`config.mk`:
```
export PLATFORM = sky130hd
export DESIGN_NAME = key_event_ctl_flat
export DESIGN_NICKNAME = d
export VERILOG_FILES = /design/src/rtl/key_event_if.sv /design/src/rtl/key_event_ctl.sv /design/src/flat_wrapper.sv
export SDC_FILE = /design/constraint.sdc
export NUM_CORES = 1
export LEC_CHECK = 0
export BUFFER_PORTS_ARGS = -buffer_cell sky130_fd_sc_hd__buf_2
export CAP_MARGIN = 0
export CORE_AREA = 2 2 90 75
export CTS_CLUSTER_SIZE = 25
export DETAILED_ROUTE_END_ITERATION = 10
export DIE_AREA = 0 0 92 77
export GPL_ROUTABILITY_DRIVEN = 0
export PLACE_DENSITY = 0.62
export SKIP_LAST_GASP = 1
export SLEW_MARGIN = 25
export SYNTH_ARGS = -nofsm -noshare
export SYNTH_HDL_FRONTEND = slang
export SYNTH_SLANG_ARGS = --single-unit
```
`constraint.sdc`:
```
create_clock -name clk -period 2.12 [get_ports clk]
set_input_delay 0.106 -clock clk [delete_from_list [all_inputs] [get_ports clk]]
set_output_delay 0.106 -clock clk [all_outputs]
set_load 0.005 [all_outputs]
```
`src/rtl/key_event_if.sv`:
```
// Purpose: bundles the PS/2 byte input strobe and the event/state outputs
//          of key_event_ctl into a single interface.
// Signals:
//   rx_data      - received PS/2 byte, valid while rx_done_tick=1
//   rx_done_tick - one-cycle strobe, one byte received
//   evt_ready    - consumer accepts the head event
//   evt_valid    - event FIFO non-empty
//   evt_key      - key index of the head event
//   evt_press    - 1=press, 0=release for the head event
//   key_state    - current held state, one bit per key index
//   overflow     - sticky flag, an event was dropped
// Modports: master = byte source / event consumer, slave = key_event_ctl.
interface key_event_if;
  logic [7:0] rx_data;
  logic       rx_done_tick;
  logic       evt_ready;
  logic       evt_valid;
  logic [2:0] evt_key;
  logic       evt_press;
  logic [5:0] key_state;
  logic       overflow;

  modport master (
    output rx_data, rx_done_tick, evt_ready,
    input  evt_valid, evt_key, evt_press, key_state, overflow
  );

  modport slave (
    input  rx_data, rx_done_tick, evt_ready,
    output evt_valid, evt_key, evt_press, key_state, overflow
  );
endinterface

```
`src/rtl/key_event_ctl.sv`:
```
// Purpose: parses PS/2 set-2 scancode sequences for six game keys
//          (W, A, D, Up, Left, Right), tracks their held state and queues
//          press/release events in a first-word-fall-through FIFO.
// Ports:
//   clk - system clock, rising edge
//   rst - asynchronous active-high reset
//   bus - key_event_if.slave (byte input, event FIFO output, key state,
//         sticky overflow flag)
module key_event_ctl #(
  parameter int FIFO_DEPTH     = 4,
  parameter int TIMEOUT_CYCLES = 650000
) (
  input  logic            clk,
  input  logic            rst,
  key_event_if.slave      bus
);

  localparam int PTR_W = $clog2(FIFO_DEPTH);
  localparam int CNT_W = (TIMEOUT_CYCLES > 2) ? $clog2(TIMEOUT_CYCLES) : 1;
  localparam logic [CNT_W-1:0] CNT_LAST = CNT_W'(TIMEOUT_CYCLES - 1);

  localparam logic [1:0] S_IDLE    = 2'd0;
  localparam logic [1:0] S_EXT     = 2'd1;
  localparam logic [1:0] S_BRK     = 2'd2;
  localparam logic [1:0] S_EXT_BRK = 2'd3;

  localparam logic [7:0] B_EXT = 8'hE0;
  localparam logic [7:0] B_BRK = 8'hF0;

  logic [1:0]       r_state;
  logic [CNT_W-1:0] r_cnt;
  logic [5:0]       r_key_state;
  logic             r_overflow;
  logic [PTR_W:0]   r_wr_ptr;
  logic [PTR_W:0]   r_rd_ptr;
  logic [3:0]       r_mem [FIFO_DEPTH];

  logic [1:0] w_next_state;
  logic       w_final;
  logic       w_make;
  logic       w_ext;
  logic [3:0] w_map;
  logic       w_hit;
  logic [2:0] w_idx;
  logic       w_change;
  logic       w_full;
  logic       w_empty;
  logic       w_pop;
  logic       w_push_ok;
  logic [3:0] w_head;

  // Returns {hit, index}; extended and non-extended codes are separate maps.
  function automatic logic [3:0] map_key(input logic [7:0] b, input logic ext);
    logic [3:0] r;
    r = 4'b0000;
    if (!ext) begin
      case (b)
        8'h1D:   r = 4'b1000;
        8'h1C:   r = 4'b1001;
        8'h23:   r = 4'b1010;
        default: r = 4'b0000;
      endcase
    end else begin
      case (b)
        8'h75:   r = 4'b1011;
        8'h6B:   r = 4'b1100;
        8'h74:   r = 4'b1101;
        default: r = 4'b0000;
      endcase
    end
    return r;
  endfunction

  // Parser: a received byte always has priority over the timeout.
  always_comb begin
    w_next_state = r_state;
    w_final      = 1'b0;
    w_make       = 1'b0;
    w_ext        = 1'b0;
    if (bus.rx_done_tick) begin
      case (r_state)
        S_IDLE: begin
          if (bus.rx_data == B_EXT)      w_next_state = S_EXT;
          else if (bus.rx_data == B_BRK) w_next_state = S_BRK;
          else begin
            w_final = 1'b1;
            w_make  = 1'b1;
          end
        end
        S_EXT: begin
          if (bus.rx_data == B_BRK)      w_next_state = S_EXT_BRK;
          else if (bus.rx_data == B_EXT) w_next_state = S_EXT;
          else begin
            w_final      = 1'b1;
            w_make       = 1'b1;
            w_ext        = 1'b1;
            w_next_state = S_IDLE;
          end
        end
        S_BRK: begin
          // E0/F0 here is a protocol error: abandon without an update
          w_next_state = S_IDLE;
          w_final      = (bus.rx_data != B_EXT) && (bus.rx_data != B_BRK);
        end
        default: begin
          w_next_state = S_IDLE;
          w_final      = (bus.rx_data != B_EXT) && (bus.rx_data != B_BRK);
          w_ext        = 1'b1;
        end
      endcase
    end else if ((r_state != S_IDLE) && (r_cnt == CNT_LAST)) begin
      w_next_state = S_IDLE;
    end
  end

  assign w_map    = map_key(bus.rx_data, w_ext);
  assign w_hit    = w_final && w_map[3];
  assign w_idx    = w_map[2:0];
  // Only real state transitions become events; repeats are filtered here.
  assign w_change = w_hit && (r_key_state[w_idx] != w_make);

  assign w_empty   = (r_wr_ptr == r_rd_ptr);
  assign w_full    = (r_wr_ptr[PTR_W] != r_rd_ptr[PTR_W]) &&
                     (r_wr_ptr[PTR_W-1:0] == r_rd_ptr[PTR_W-1:0]);
  assign w_pop     = !w_empty && bus.evt_ready;
  // A pop in the same cycle frees the slot, so a full FIFO still accepts.
  assign w_push_ok = w_change && (!w_full || w_pop);
  assign w_head    = r_mem[r_rd_ptr[PTR_W-1:0]];

  always_ff @(posedge clk or posedge rst) begin
    if (rst) begin
      r_state     <= S_IDLE;
      r_cnt       <= '0;
      r_key_state <= '0;
      r_overflow  <= 1'b0;
      r_wr_ptr    <= '0;
      r_rd_ptr    <= '0;
    end else begin
      r_state <= w_next_state;
      if (bus.rx_done_tick || (r_state == S_IDLE) || (r_cnt == CNT_LAST))
        r_cnt <= '0;
      else
        r_cnt <= r_cnt + 1'b1;
      if (w_hit)
        r_key_state[w_idx] <= w_make;
      if (w_change && !w_push_ok)
        r_overflow <= 1'b1;
      if (w_push_ok)
        r_wr_ptr <= r_wr_ptr + 1'b1;
      if (w_pop)
        r_rd_ptr <= r_rd_ptr + 1'b1;
    end
  end

  // Storage carries no reset; outputs are masked while the FIFO is empty.
  always_ff @(posedge clk) begin
    if (w_push_ok)
      r_mem[r_wr_ptr[PTR_W-1:0]] <= {w_idx, w_make};
  end

  assign bus.evt_valid = !w_empty;
  assign bus.evt_key   = w_empty ? 3'd0 : w_head[3:1];
  assign bus.evt_press = w_empty ? 1'b0 : w_head[0];
  assign bus.key_state = r_key_state;
  assign bus.overflow  = r_overflow;

endmodule

```
`src/flat_wrapper.sv`:
```
// flat-port wrapper written by rule: the top's interface ports become plain ports
module key_event_ctl_flat 
#(
  parameter int FIFO_DEPTH     = 4,
  parameter int TIMEOUT_CYCLES = 650000
)
  (clk, rst, bus_rx_data, bus_rx_done_tick, bus_evt_ready, bus_evt_valid, bus_evt_key, bus_evt_press, bus_key_state, bus_overflow);
  key_event_if bus_i ();
  input  logic clk;
  input  logic rst;
  input wire logic [$bits(bus_i.rx_data)-1:0] bus_rx_data;
  input wire logic [$bits(bus_i.rx_done_tick)-1:0] bus_rx_done_tick;
  input wire logic [$bits(bus_i.evt_ready)-1:0] bus_evt_ready;
  output wire logic [$bits(bus_i.evt_valid)-1:0] bus_evt_valid;
  output wire logic [$bits(bus_i.evt_key)-1:0] bus_evt_key;
  output wire logic [$bits(bus_i.evt_press)-1:0] bus_evt_press;
  output wire logic [$bits(bus_i.key_state)-1:0] bus_key_state;
  output wire logic [$bits(bus_i.overflow)-1:0] bus_overflow;
  assign bus_i.rx_data = bus_rx_data;
  assign bus_i.rx_done_tick = bus_rx_done_tick;
  assign bus_i.evt_ready = bus_evt_ready;
  assign bus_evt_valid = bus_i.evt_valid;
  assign bus_evt_key = bus_i.evt_key;
  assign bus_evt_press = bus_i.evt_press;
  assign bus_key_state = bus_i.key_state;
  assign bus_overflow = bus_i.overflow;
  key_event_ctl #(.FIFO_DEPTH(FIFO_DEPTH), .TIMEOUT_CYCLES(TIMEOUT_CYCLES)) u_core (.clk(clk), .rst(rst), .bus(bus_i));
endmodule
```
# Word level (Yosys, flattened, before mapping)
# Memories as Yosys holds them, arrays and structs flattened.
# Index checks and enable logic that the tools add are counted.
[word_totals]
ff_bits = 35
n_memories = 1
ramBits = 16
latchBits = 0
romBits = 0
output_inout_bits = 12
[op_classes]
n_reduce_logical = 20
mux = 30
n_div = 0
n_eq_ne = 18
n_mul = 0
shifts = 0
add_sub_neg = 3
magnitude_cmp = 2
n_bitwise = 0
[memory_table]
columns = ["memory", "depth", "word_bits", "read_ports", "rd_ports_with_merged_regs", "write_ports", "line_no", "rtl"]
rows = [
  ["u_core.r_mem", 4, 4, 1, 0, 1, "key_event_ctl.sv:36", "logic [3:0] r_mem [FIFO_DEPTH];"],
]
[op_table]
columns = ["cell", "n"]
rows = [
  ["$eq 8x7->1 const B", 3],
  ["$pmux 4 s3", 2],
  ["$add 20x1->20 const B", 1],
  ["$eq 20x20->1 const B", 1],
  ["$mux 20", 1],
  ["$eq 8x5->1 const B", 2],
  ["$eq 8x8->1 const B", 2],
  ["$ne 8x8->1 const B", 2],
  ["$mux 1", 13],
  ["$mux 2", 5],
  ["$logic_and 1x1->1", 9],
  ["$eq 8x6->1 const B", 1],
  ["$add 3x1->3 const B", 2],
  ["$bwmux 6", 1],
  ["$pmux 1 s2", 3],
  ["$lt 3x4->1 const B", 1],
  ["$mux 4", 1],
  ["$ne 4x2->1 const B", 1],
  ["$pmux 2 s2", 1],
  ["$reduce_bool 2->1", 2],
  ["$bmux 1 s3", 1],
  ["$demux 1 s3", 1],
  ["$eq 3x3->1", 1],
  ["$ge 3x1->1 const B", 1],
  ["other kinds (10)", 15],
]

# Longest topological paths before layout
[logic_depth]
ltp_word = 13
ltp_mapped = 8
mapped_depth_nobuf = 7

# Least setup slack after synthesis
# OpenSTA, ideal clock, no wires.
[synth_path]
path_type = "register to register"
startpoint = "reg u_core.r_state[1]"
endpoint = "mem u_core.r_mem[3][0] (enable)"
path_slack_ps = -173
stages_incl_launch_ff = 7
arrival_ps = 1935
path_cell_list = "dfrtp_1 nor4b_4 o21ai_0 nand2b_2 o211ai_1 or4_1 mux2i_1"
[synth_via]
elab_chain_cells = 12
word_cells_on_any_way = 19
classes_between = "eq/ne: 3; mux: 11; reduce/logical: 5"
[synth_rtl]
columns = ["element", "line_no", "rtl"]
rows = [
  ["start, declared", "key_event_ctl.sv:30", "logic [1:0] r_state;"],
  ["start signal, assigned", "key_event_ctl.sv:139", "r_state <= w_next_state;"],
  ["$eq 2x2->1 / $logic_not 2->1 (equally long branches)", "key_event_ctl.sv:81", "case (r_state)"],
  ["$reduce_or 2->1 (no line)", "--", ""],
  ["$pmux 1 s2", "key_event_ctl.sv:81", ""],
  ["$mux 1", "key_event_ctl.sv:80", "if (bus.rx_done_tick) begin"],
  ["$mux 4", "key_event_ctl.sv:56", "if (!ext) begin"],
  ["$bmux 1 s3", "key_event_ctl.sv:120", "assign w_change = w_hit && (r_key_state[w_idx] != w_make);"],
  ["$mux 1 (implied by the code)", "key_event_ctl.sv:120", ""],
  ["$ne 1x1->1", "key_event_ctl.sv:120", ""],
  ["$logic_and 1x1->1 *", "key_event_ctl.sv:120", ""],
  ["$logic_and 1x1->1 *", "key_event_ctl.sv:127", "assign w_push_ok = w_change && (!w_full || w_pop);"],
  ["$mux 1 *", "key_event_ctl.sv:157", "if (w_push_ok)"],
  ["$mux 1 (implied by the code) *", "key_event_ctl.sv:158", "r_mem[r_wr_ptr[PTR_W-1:0]] <= {w_idx, w_make};"],
  ["end, declared", "key_event_ctl.sv:36", ""],
]
# Mark *: on every way between the ends. The rest lies on a longest branch, timed or not. The select of a mux whose other input is x is not followed.

# Final worst setup path
[layout_path]
startpoint = "reg u_core.r_state[1]"
endpoint = "mem u_core.r_mem[3][2] (enable)"
# The elaborated chain is that of the path after synthesis.

==> flow_metrics.env <==
export IMPL_vias=1942
export IMPL_numPortBuffers=23
export IMPL_hold_viol_final=0
export IMPL_synth_cell_types=55
export IMPL_endpoint_kind="flop"
export IMPL_multi_input_area_um2=1340
export IMPL_clk_pin_slew_worst_paths_ps=90
export IMPL_slew_limit_headroom=0.629
export IMPL_num_io_pins=24
export IMPL_layout_nets=319
export IMPL_die_area_um2=7080
export IMPL_cp_start_kind="flop"
export IMPL_wl_per_cell_um=13.4
export IMPL_setup_viol=19
export IMPL_path_max_fanout=5
export IMPL_antenna_found_initial=0
export IMPL_wirelength_mm=5.18
export IMPL_nFillCells=560
export IMPL_cp_required_ps=2150
export IMPL_whs_ps=108
export IMPL_grt_setup_unrepaired="true"
export IMPL_p_leak_nw=1.46
export IMPL_slew_violations=0
export IMPL_power_density_nw_per_um2=629
export IMPL_synth_top_cell_area_share=0.324
export IMPL_path_class="reg -> reg"
export IMPL_cts_tree="built"
export IMPL_finClkSkew_ps=9.62
export IMPL_root_buffer="clkbuf_8"
export IMPL_setup_tns_final_ps=-3330
export IMPL_ir_drop_v=0.000276
export IMPL_synth_top_area_cell="dfrtp_1"
export IMPL_clkSinkCount=51
export IMPL_cts_made_buffers=5
export IMPL_fin_total_pwr_mw=2.12
export IMPL_synth_edf_count=16
export IMPL_timing_final_ws_setup_ps=-204
export IMPL_drt_iter0_markers=62
export IMPL_ys_seq_area_frac=0.502
export IMPL_rows=26
export IMPL_period_needed_ps=2320
export IMPL_die_w_um=92
export IMPL_grt_pass1_vias=1896
export IMPL_max_freq_mhz=430
export IMPL_n_antenna_cell=0
export IMPL_hold_path_class="in -> reg"
export IMPL_worstSkewPairLatency_ps=300
export IMPL_async_flop_share=0.686
export IMPL_dr_pass1_iters=4
export IMPL_worstPathArrival_ps=2350
export IMPL_synth_area_leaders="dfrtp_1 (32%), edfxtp_1 (18%), xnor2_1 (4.5%)"
export IMPL_track_usage=0.158
export IMPL_synthCells=237
export IMPL_syn_num_nets=255
export IMPL_drc=0
export IMPL_syn_area_um2=2700
export IMPL_htree_levels=2
export IMPL_ys_flop_type="dfrtp_1"
export IMPL_cts_max_path_buffers=2
export IMPL_overflow=0
export IMPL_drive_gt1_frac=0.334
export IMPL_core_area_um2=6180
export IMPL_start_util=0.437
export IMPL_die_h_um=77
export IMPL_grt_max_degree=36
export IMPL_violations="negative setup slack"
export IMPL_avgSynthCellArea_um2=11.4
export IMPL_ant_nets=0
export IMPL_ys_warn_count=0
export IMPL_ys_ff_latch=51
export IMPL_worst_pin_slew_ps=552
export IMPL_viasPerCell=5.03
export IMPL_ff_latch_area_um2=1360
export IMPL_synthToLayoutAreaGrowth_pct=24.5
export IMPL_grt_pass1_wl_mm=8.92
export IMPL_dp_hpwl_mm=3.78
export IMPL_status="finished with violations"
export IMPL_period_share=1.10
export IMPL_drv_cap=0
==> per-layer routing <==
| layer | wire (µm) | vias to the layer above | track usage |
|---|---|---|---|
| met5 | 0 | - | 0 |
| met4 | 45 | 0 | 0.0403 |
| met3 | 159 | 5 | 0.0324 |
| met2 | 2390 | 35 | 0.249 |
| met1 | 2580 | 930 | 0.222 |
| li1 | - | 972 | - |
==> final cells by class <==
class / count / area share
Sequential cell: 51 / 0.403
Multi-Input combinational cell: 169 / 0.398
Clock inverter: 2 / 0.00372
Tap cell: 84 / 0.0312
Timing Repair Buffer: 63 / 0.130
Inverter: 11 / 0.0123
Clock buffer: 6 / 0.0216
==> flip-flops by register name, indices dropped and copies added, names as in the netlist <==
signal	cells
u_core.r_cnt	20
u_core.r_mem	16
u_core.bus.key_state	6
u_core.r_rd_ptr	3
u_core.r_wr_ptr	3
u_core.r_state	2
u_core.bus.overflow	1
==> synthesized netlist by cell type, drive strengths merged (2+ instances only) <==
cell type / count
o21ai: 9
mux2i: 4
a21oi: 3
edfxtp: 16
nand2b: 3
dfrtp: 35
and3: 6
nand4: 5
buf: 4
and2: 4
nand3: 9
nor3: 3
nand4b: 2
xnor2: 14
nor2: 29
nor4: 2
mux4: 4
nand2: 16
inv: 11
clkbuf: 2
o221ai: 2
xor2: 12
or3: 2
and3b: 2
o41ai: 6
ha: 6
mux2: 3
nor2b: 5
==> what timing repair did <==
item                       in CTS  in global routing
setup endpoints to repair      19                 23
hold buffers                    1                  0
buffers inserted                7                  0
gates resized for setup        10                 10
hold endpoints to repair       35                  0
pin swaps                       7                  4
==> where the power goes <==
| part | switching, mW | internal (mW) | total (mW) |
|---|---|---|---|
| clock | 0.311 | 0.231 | 0.542 |
| sequential | 0.0319 | 1.05 | 1.08 |
| combinational | 0.226 | 0.267 | 0.494 |
| total | 0.570 | 1.55 | 2.12 |
==> path summary, 6_finish.rpt <==
path	startpoint	end	slack, ps	depth (start not counted)
max	u_core.r_state[1]$_DFFE_PP0P_	u_core.r_mem[3][2]$_DFFE_PP_	-200	8
min	bus_evt_ready	u_core.r_rd_ptr[0]$_DFFE_PP0P_	110	3
max reg2reg	u_core.r_state[1]$_DFFE_PP0P_	u_core.r_mem[3][2]$_DFFE_PP_	-200	8
min reg2reg	u_core.r_cnt[0]$_DFF_PP0_	u_core.r_cnt[0]$_DFF_PP0_	460	1
max in group asynchronous	rst	u_core.r_cnt[11]$_DFF_PP0_	1350	4
min in group asynchronous	rst	u_core.r_cnt[15]$_DFF_PP0_	450	4
==> worst max-delay path, stage by stage (launching register included) <==
cell      delay (ps)
dfrtp_1          410
nor4b_4          340
a21oi_4          150
or3_1            370
o221ai_2          80
o22a_4           210
buf_4            120
mux2i_2          190
buf_4            180
==> through the flow <==
step                      setup WS, ps  cells  utilization  instance area [µm²]
after CTS                         -178    388        0.541                 3340
final                             -204    386        0.544                 3360
after global routing              -302    386        0.544                 3360
after detailed placement          -286    372        0.509                 3140
after global placement            -153    372        0.509                 3140
after floorplan                   -149    237            -                 2710
==> cell families (layout without fill, tap and decap cells) <==
kind of cell    Yosys count  count (layout)  share of synthesized area
compound gates           28              28                     0.0848
xor+xnor                 26              26                     0.0843
fa+ha+maj                 6               6                     0.0278
buf+inv                  17              82                     0.0287
flops                    51              51                      0.502
mux                      11              11                     0.0713
simple gates             98              98                      0.201
==> cell usage in the layout (no fill, tap or decap), types with 5 or more instances in the layout <==
cell / instances
xnor2_1: 13
edfxtp_1: 16
nand4_1: 5
nand2_1: 15
nor2b_1: 5
nor2_1: 26
dfrtp_1: 35
clkbuf_8: 5
inv_1: 11
nand3_1: 9
ha_1: 6
xor2_1: 12
buf_2: 23
and3_1: 6
buf_4: 36
Note: power is estimated with default switching activity, not from simulation.
